File: config.mk
export PLATFORM = sky130hd
export DESIGN_NAME = pwm_hbridge_multi
export DESIGN_NICKNAME = d
export VERILOG_FILES = /design/src/rtl/pwm_hbridge_multi.sv
export SDC_FILE = /design/constraint.sdc
export NUM_CORES = 1
export LEC_CHECK = 0
export CORE_ASPECT_RATIO = 1.1
export CORE_MARGIN = 5
export CORE_UTILIZATION = 45
export DETAILED_ROUTE_END_ITERATION = 8
export PLACE_DENSITY = 0.65
export SYNTH_ARGS = -nofsm -noshare
export SYNTH_HDL_FRONTEND = slang
export SYNTH_SLANG_ARGS = --single-unit
File: constraint.sdc
create_clock -name clk -period 5.52 [get_ports clk]
set_input_delay 0.552 -clock clk [delete_from_list [all_inputs] [get_ports clk]]
set_output_delay 0.552 -clock clk [all_outputs]
set_load 0.05 [all_outputs]
File: src/rtl/pwm_hbridge_multi.sv
// Multi-channel H-bridge PWM generator: signed duty per channel, shadowed settings
// committed at period wrap, and dead-time blanking on direction reversal.
module pwm_hbridge_multi #(
  parameter int CHANNELS = 2,
  parameter int CNT_W    = 16,
  parameter int DEAD_W   = 8
) (
  input  logic                            clk,
  input  logic                            rst,
  input  logic                            pwm_en,
  input  logic [CNT_W-1:0]                pwm_period,
  input  logic [CHANNELS*(CNT_W+1)-1:0]   duty,
  input  logic [DEAD_W-1:0]               dead_time,
  input  logic                            load,
  output logic                            load_ack,
  output logic                            period_start,
  output logic [CHANNELS-1:0]             motor_positive,
  output logic [CHANNELS-1:0]             motor_negative
);

  localparam int DW = CNT_W + 1;

  logic [CNT_W-1:0]          pend_period_q, pend_period_d;
  logic [CHANNELS*DW-1:0]    pend_duty_q, pend_duty_d;
  logic [DEAD_W-1:0]         pend_dead_q, pend_dead_d;
  logic                      pend_valid_q, pend_valid_d;
  logic [CNT_W-1:0]          act_period_q, act_period_d;
  logic [CHANNELS*DW-1:0]    act_duty_q, act_duty_d;
  logic [CNT_W-1:0]          cnt_q, cnt_d;
  logic                      ack_q, ack_d;
  logic                      ps_q, ps_d;

  logic running;
  logic wrap;
  logic commit;

  assign running = pwm_en && (act_period_q != '0);
  assign wrap    = running && (cnt_q == act_period_q - 1'b1);
  // Pending settings go live at a period boundary, or at once when nothing is being generated.
  assign commit  = pend_valid_q && (!pwm_en || (act_period_q == '0) || wrap);

  always_comb begin
    pend_period_d = pend_period_q;
    pend_duty_d   = pend_duty_q;
    pend_dead_d   = pend_dead_q;
    pend_valid_d  = pend_valid_q;
    act_period_d  = act_period_q;
    act_duty_d    = act_duty_q;
    cnt_d         = '0;
    ack_d         = commit;
    ps_d          = running && (cnt_q == '0);

    if (commit) begin
      act_period_d = pend_period_q;
      act_duty_d   = pend_duty_q;
      pend_valid_d = 1'b0;
    end
    // A load coinciding with a commit lands in the pending set for the next boundary.
    if (load) begin
      pend_period_d = pwm_period;
      pend_duty_d   = duty;
      pend_dead_d   = dead_time;
      pend_valid_d  = 1'b1;
    end

    if (running && !wrap) begin
      cnt_d = cnt_q + 1'b1;
    end
  end

  always_ff @(posedge clk or posedge rst) begin
    if (rst) begin
      pend_period_q <= '0;
      pend_duty_q   <= '0;
      pend_dead_q   <= '0;
      pend_valid_q  <= 1'b0;
      act_period_q  <= '0;
      act_duty_q    <= '0;
      cnt_q         <= '0;
      ack_q         <= 1'b0;
      ps_q          <= 1'b0;
    end else begin
      pend_period_q <= pend_period_d;
      pend_duty_q   <= pend_duty_d;
      pend_dead_q   <= pend_dead_d;
      pend_valid_q  <= pend_valid_d;
      act_period_q  <= act_period_d;
      act_duty_q    <= act_duty_d;
      cnt_q         <= cnt_d;
      ack_q         <= ack_d;
      ps_q          <= ps_d;
    end
  end

  assign load_ack     = ack_q;
  assign period_start = ps_q;

  genvar gi;
  generate
    for (gi = 0; gi < CHANNELS; gi++) begin : g_ch
      logic [DW-1:0]     duty_cur;
      logic [DW-1:0]     duty_new;
      logic              is_neg;
      logic [DW-1:0]     mag;
      logic [DW-1:0]     mag_sat;
      logic              on;
      logic              drive;
      logic              sign_q, sign_d;
      logic [DEAD_W-1:0] dead_q, dead_d;
      logic              pos_q, pos_d;
      logic              neg_q, neg_d;

      assign duty_cur = act_duty_q[gi*DW +: DW];
      assign duty_new = pend_duty_q[gi*DW +: DW];
      assign is_neg   = duty_cur[DW-1];
      // The most-negative code negates to 2^CNT_W, which still fits the widened magnitude.
      assign mag      = is_neg ? (~duty_cur + 1'b1) : duty_cur;
      assign mag_sat  = (mag > {1'b0, act_period_q}) ? {1'b0, act_period_q} : mag;
      assign on       = ({1'b0, cnt_q} < mag_sat);
      assign drive    = running && on && (dead_q == '0);

      always_comb begin
        sign_d = sign_q;
        dead_d = dead_q;
        pos_d  = drive && !is_neg;
        neg_d  = drive && is_neg;
        if (running && (dead_q != '0)) begin
          dead_d = dead_q - 1'b1;
        end
        if (commit) begin
          sign_d = duty_new[DW-1];
          if (duty_new[DW-1] != sign_q) begin
            dead_d = pend_dead_q;
          end
        end
        if (!pwm_en) begin
          dead_d = '0;
        end
      end

      always_ff @(posedge clk or posedge rst) begin
        if (rst) begin
          sign_q <= 1'b0;
          dead_q <= '0;
          pos_q  <= 1'b0;
          neg_q  <= 1'b0;
        end else begin
          sign_q <= sign_d;
          dead_q <= dead_d;
          pos_q  <= pos_d;
          neg_q  <= neg_d;
        end
      end

      assign motor_positive[gi] = pos_q;
      assign motor_negative[gi] = neg_q;
    end
  endgenerate

endmodule

==> flow_metrics.env, run 1 <==
export IMPL_synth_area_leader_cell="dfrtp_1"
export IMPL_whs_ps=499
export IMPL_grt_usage_pct=19.0
export IMPL_netlist_instances=891
export IMPL_yosys_cell_types_count=62
export IMPL_seq_area_frac_synth_pct=40.1
export IMPL_rsz0062_at_grt="no"
export IMPL_final_setup_tns_ps=0
export IMPL_use_met2_pct=31.0
export IMPL_utilization_pct=53.4
export IMPL_numCtsBuffers=17
export IMPL_busiest_layer="met2"
export IMPL_start_util_pct=46.1
export IMPL_wl_per_cell_um=18.3
export IMPL_hpwlAfterDp_um=16000
export IMPL_die_h_um=160
export IMPL_grt_max_degree=102
export IMPL_regArea_um2=3680
export IMPL_yosysTopAreaCellShare_pct=40.1
export IMPL_cp_depth=20
export IMPL_power_density_nw_per_um2=413
export IMPL_status="completed"
export IMPL_hold_path_class="register to register"
export IMPL_path_cells="nor4_1 -> nand2_1 -> o41ai_1 -> xnor2_1 -> ha_1 -> nand4_1 -> nor3_1 -> a21oi_1 -> o21ai_0 -> a21o_1 -> o21ai_0 -> ha_1 -> a21o_1 -> a21oi_1 -> nor2b_1 -> o21ai_0 -> nand2b_1 -> a21oi_1 -> o21a_1 -> and4_1"
export IMPL_synth_most_common_cell="dfrtp_1"
export IMPL_clk_path_buf_depth=2
export IMPL_nFillCells=1739
export IMPL_critical_path_buf_inv_count=0
export IMPL_crit_required_ps=5880
export IMPL_syn_area_um2=9180
export IMPL_cp_slowest_cell="a21o_1"
export IMPL_final_setup_skew_ps=10.2
export IMPL_synthFlopType="dfrtp_1"
export IMPL_use_met1_pct=24.5
export IMPL_via_count=6821
export IMPL_cts_resized=0
export IMPL_arrival_ps=5250
export IMPL_routed_wl_um=22000
export IMPL_die_x_um=146
export IMPL_cellLeakagePower_nw=4.80
export IMPL_grt_pass1_wl_um=35900
export IMPL_ctsRootBufferMaster="clkbuf_16"
export IMPL_path_max_fanout=28
export IMPL_tritoncts="yes"
export IMPL_fin_crit_sh_pct=88.6
export IMPL_synth_commonest_cells="dfrtp_1, nand2_1, ha_1"
export IMPL_start_kind="register"
export IMPL_synth_area_top_cells="dfrtp_1, ha_1, mux2_2"
export IMPL_die_area_um2=23400
export IMPL_postCtsSetupBuffers=0
export IMPL_nets=1074
export IMPL_core_um2=19900
export IMPL_synth_edf_count=0
export IMPL_multi_input_area_um2=5160
export IMPL_syn_area_per_cell_um2=10.3
export IMPL_ir_drop_uv=273
export IMPL_async_flop_share_pct=100
export IMPL_hold_violations=0
export IMPL_criticalPathCategory="register to register"
export IMPL_worstSkewPairLatency_ps=430
export IMPL_antenna_cells=0
export IMPL_slew_headroom_pct=31.2
export IMPL_grt_pass1_vias=6852
export IMPL_met3_usage_pct=4.65
export IMPL_cap_violations=0
export IMPL_antenna_found_initial=0
export IMPL_endpoint_kind="register"
export IMPL_dr_pass1_iters=7
export IMPL_clk_pin_slew_ps=70
export IMPL_num_io_pins=68
export IMPL_area_growth_pct=16.0
export IMPL_syn_nets=1024
export IMPL_finalSetupViolations=0
export IMPL_port_buffers=67
export IMPL_htree_levels=4
export IMPL_ys_warn_count=0
export IMPL_drv_slew=0
export IMPL_overflow=0
export IMPL_ys_ff_latch=147
export IMPL_worstMarginPinSlew_ps=1020
export IMPL_cts_hold_buf=0
export IMPL_hold_depth=1
export IMPL_ant_nets=0
export IMPL_fmax_ghz=0.205
export IMPL_finalNonFillerCells=1206
export IMPL_drt_iter0_drc=540
export IMPL_drive_above_1_share_pct=15.0
export IMPL_drc=0
export IMPL_vias_per_cell=5.66
export IMPL_gp_congestion=0.917
export IMPL_fin_crit_ps=4890
export IMPL_clock_sinks=147
export IMPL_std_cell_rows=54
export IMPL_crit_family="compound AO/OA/AOI/OAI gates"
export IMPL_reg2reg_depth=20
export IMPL_dpl_cell_count=1174
export IMPL_slowest_delay_ps=660
-- per-stage QoR --
| step | worst slack [ps] | power [mW] | instance area (µm²) |
|---|---|---|---|
| 3_3_place_gp | 733 | 3.13 | 10000 |
| 5_1_grt | 69.4 | 4.73 | 10600 |
| 3_5_place_dp | 671 | 3.17 | 10000 |
| 4_1_cts | 665 | 4.43 | 10600 |
| 6_report | 631 | 4.40 | 10600 |
| 2_1_floorplan | 938 | 2.75 | 9180 |
-- where the power goes --
| part | switching [mW] | total, mW | leakage (nW) | internal [mW] |
|---|---|---|---|---|
| sequential | 0.198 | 1.45 | 1.80 | 1.25 |
| combinational | 0.945 | 1.72 | 2.70 | 0.771 |
| clock | 0.486 | 1.23 | 0.293 | 0.742 |
-- registers in the layout, indices dropped and copies added (netlist names) --
| name | count |
|---|---|
| cnt_q | 16 |
| g_ch.pos_q | 2 |
| act_duty_q | 34 |
| pend_dead_q | 8 |
| load_ack | 1 |
| g_ch.neg_q | 2 |
| pend_valid_q | 1 |
| g_ch.dead_q | 16 |
| pend_duty_q | 34 |
| period_start | 1 |
| act_period_q | 16 |
| pend_period_q | 16 |
-- worst register-to-register path: cells and delay by family (launching register included) --
| kind | cells | cell delay [ps] |
|---|---|---|
| compound gates | 10 | 2230 |
| fa+ha+maj | 2 | 640 |
| flops | 1 | 430 |
| simple gates | 7 | 1360 |
| xor+xnor | 1 | 140 |
-- layout by cell type (no fill, tap or decap), drive strengths merged, types with 3 or more instances in the layout --
cell / n
nor2b: 5
clkdlybuf4s50: 66
and2: 3
xor2: 18
nor3: 13
o2111a: 3
a21o: 24
nand2: 80
ha: 71
and3: 5
dfrtp: 147
nand2b: 7
a41oi: 3
a21oi: 19
clkinvlp: 4
a211oi: 6
mux2i: 20
a31oi: 6
or3: 4
o21a: 4
nor2: 43
o41ai: 5
and4: 5
clkbuf: 19
xnor2: 55
o21ai: 65
buf: 11
nor4b: 4
nor4: 9
nand4: 18
o211ai: 3
a22o: 4
bufinv: 3
o31ai: 8
inv: 38
or4: 5
nand3: 43
mux2: 88
-- logic make-up after synthesis --
kind of cell	after synthesis	share of synthesized area (%)
XOR/XNOR	73	6.96
AND/OR/NAND/NOR	252	13.9
flip-flops	147	40.1
adder cells (fa/ha/maj)	71	9.68
multiplexers	108	14.2
AO/OA/AOI/OAI	160	11.4
buffers and inverters	80	3.77
-- metal layers --
layer	wire [µm]	share of wire (%)	vias up
met1	9730	44	3300
met3	1230	5.6	50
li1	-	-	3302
met2	10400	47	169
met4	642	2.9	0
met5	0	0	-
-- cell type report --
cell class / instances / share of cell area, %
timing repair buffer: 77 / 6.96
tap: 252 / 2.96
clock buffer: 19 / 4.25
inverter: 34 / 1.25
clock inverter: 13 / 1.62
multi-input combinational: 664 / 48.4
sequential: 147 / 34.5
-- path summary, 6_finish.rpt --
check	startpoint	end	slack [ps]
max	act_duty_q[19]	g_ch[1].neg_q	630
min	pend_duty_q[4]	act_duty_q[4]	500
max reg2reg	act_duty_q[19]	g_ch[1].neg_q	630
min reg2reg	pend_duty_q[4]	act_duty_q[4]	500
max in group asynchronous	rst	cnt_q[12]	3710
min in group asynchronous	rst	g_ch[0].dead_q[5]	680
No activity file was read; power rests on OpenSTA's default activity.
==> run 2: changes to the inputs <==
Settings changed: GPL_ROUTABILITY_DRIVEN set to 0.
==> results of run 2 <==
No change in the layout: final DEF, timing and power equal those of run 1.
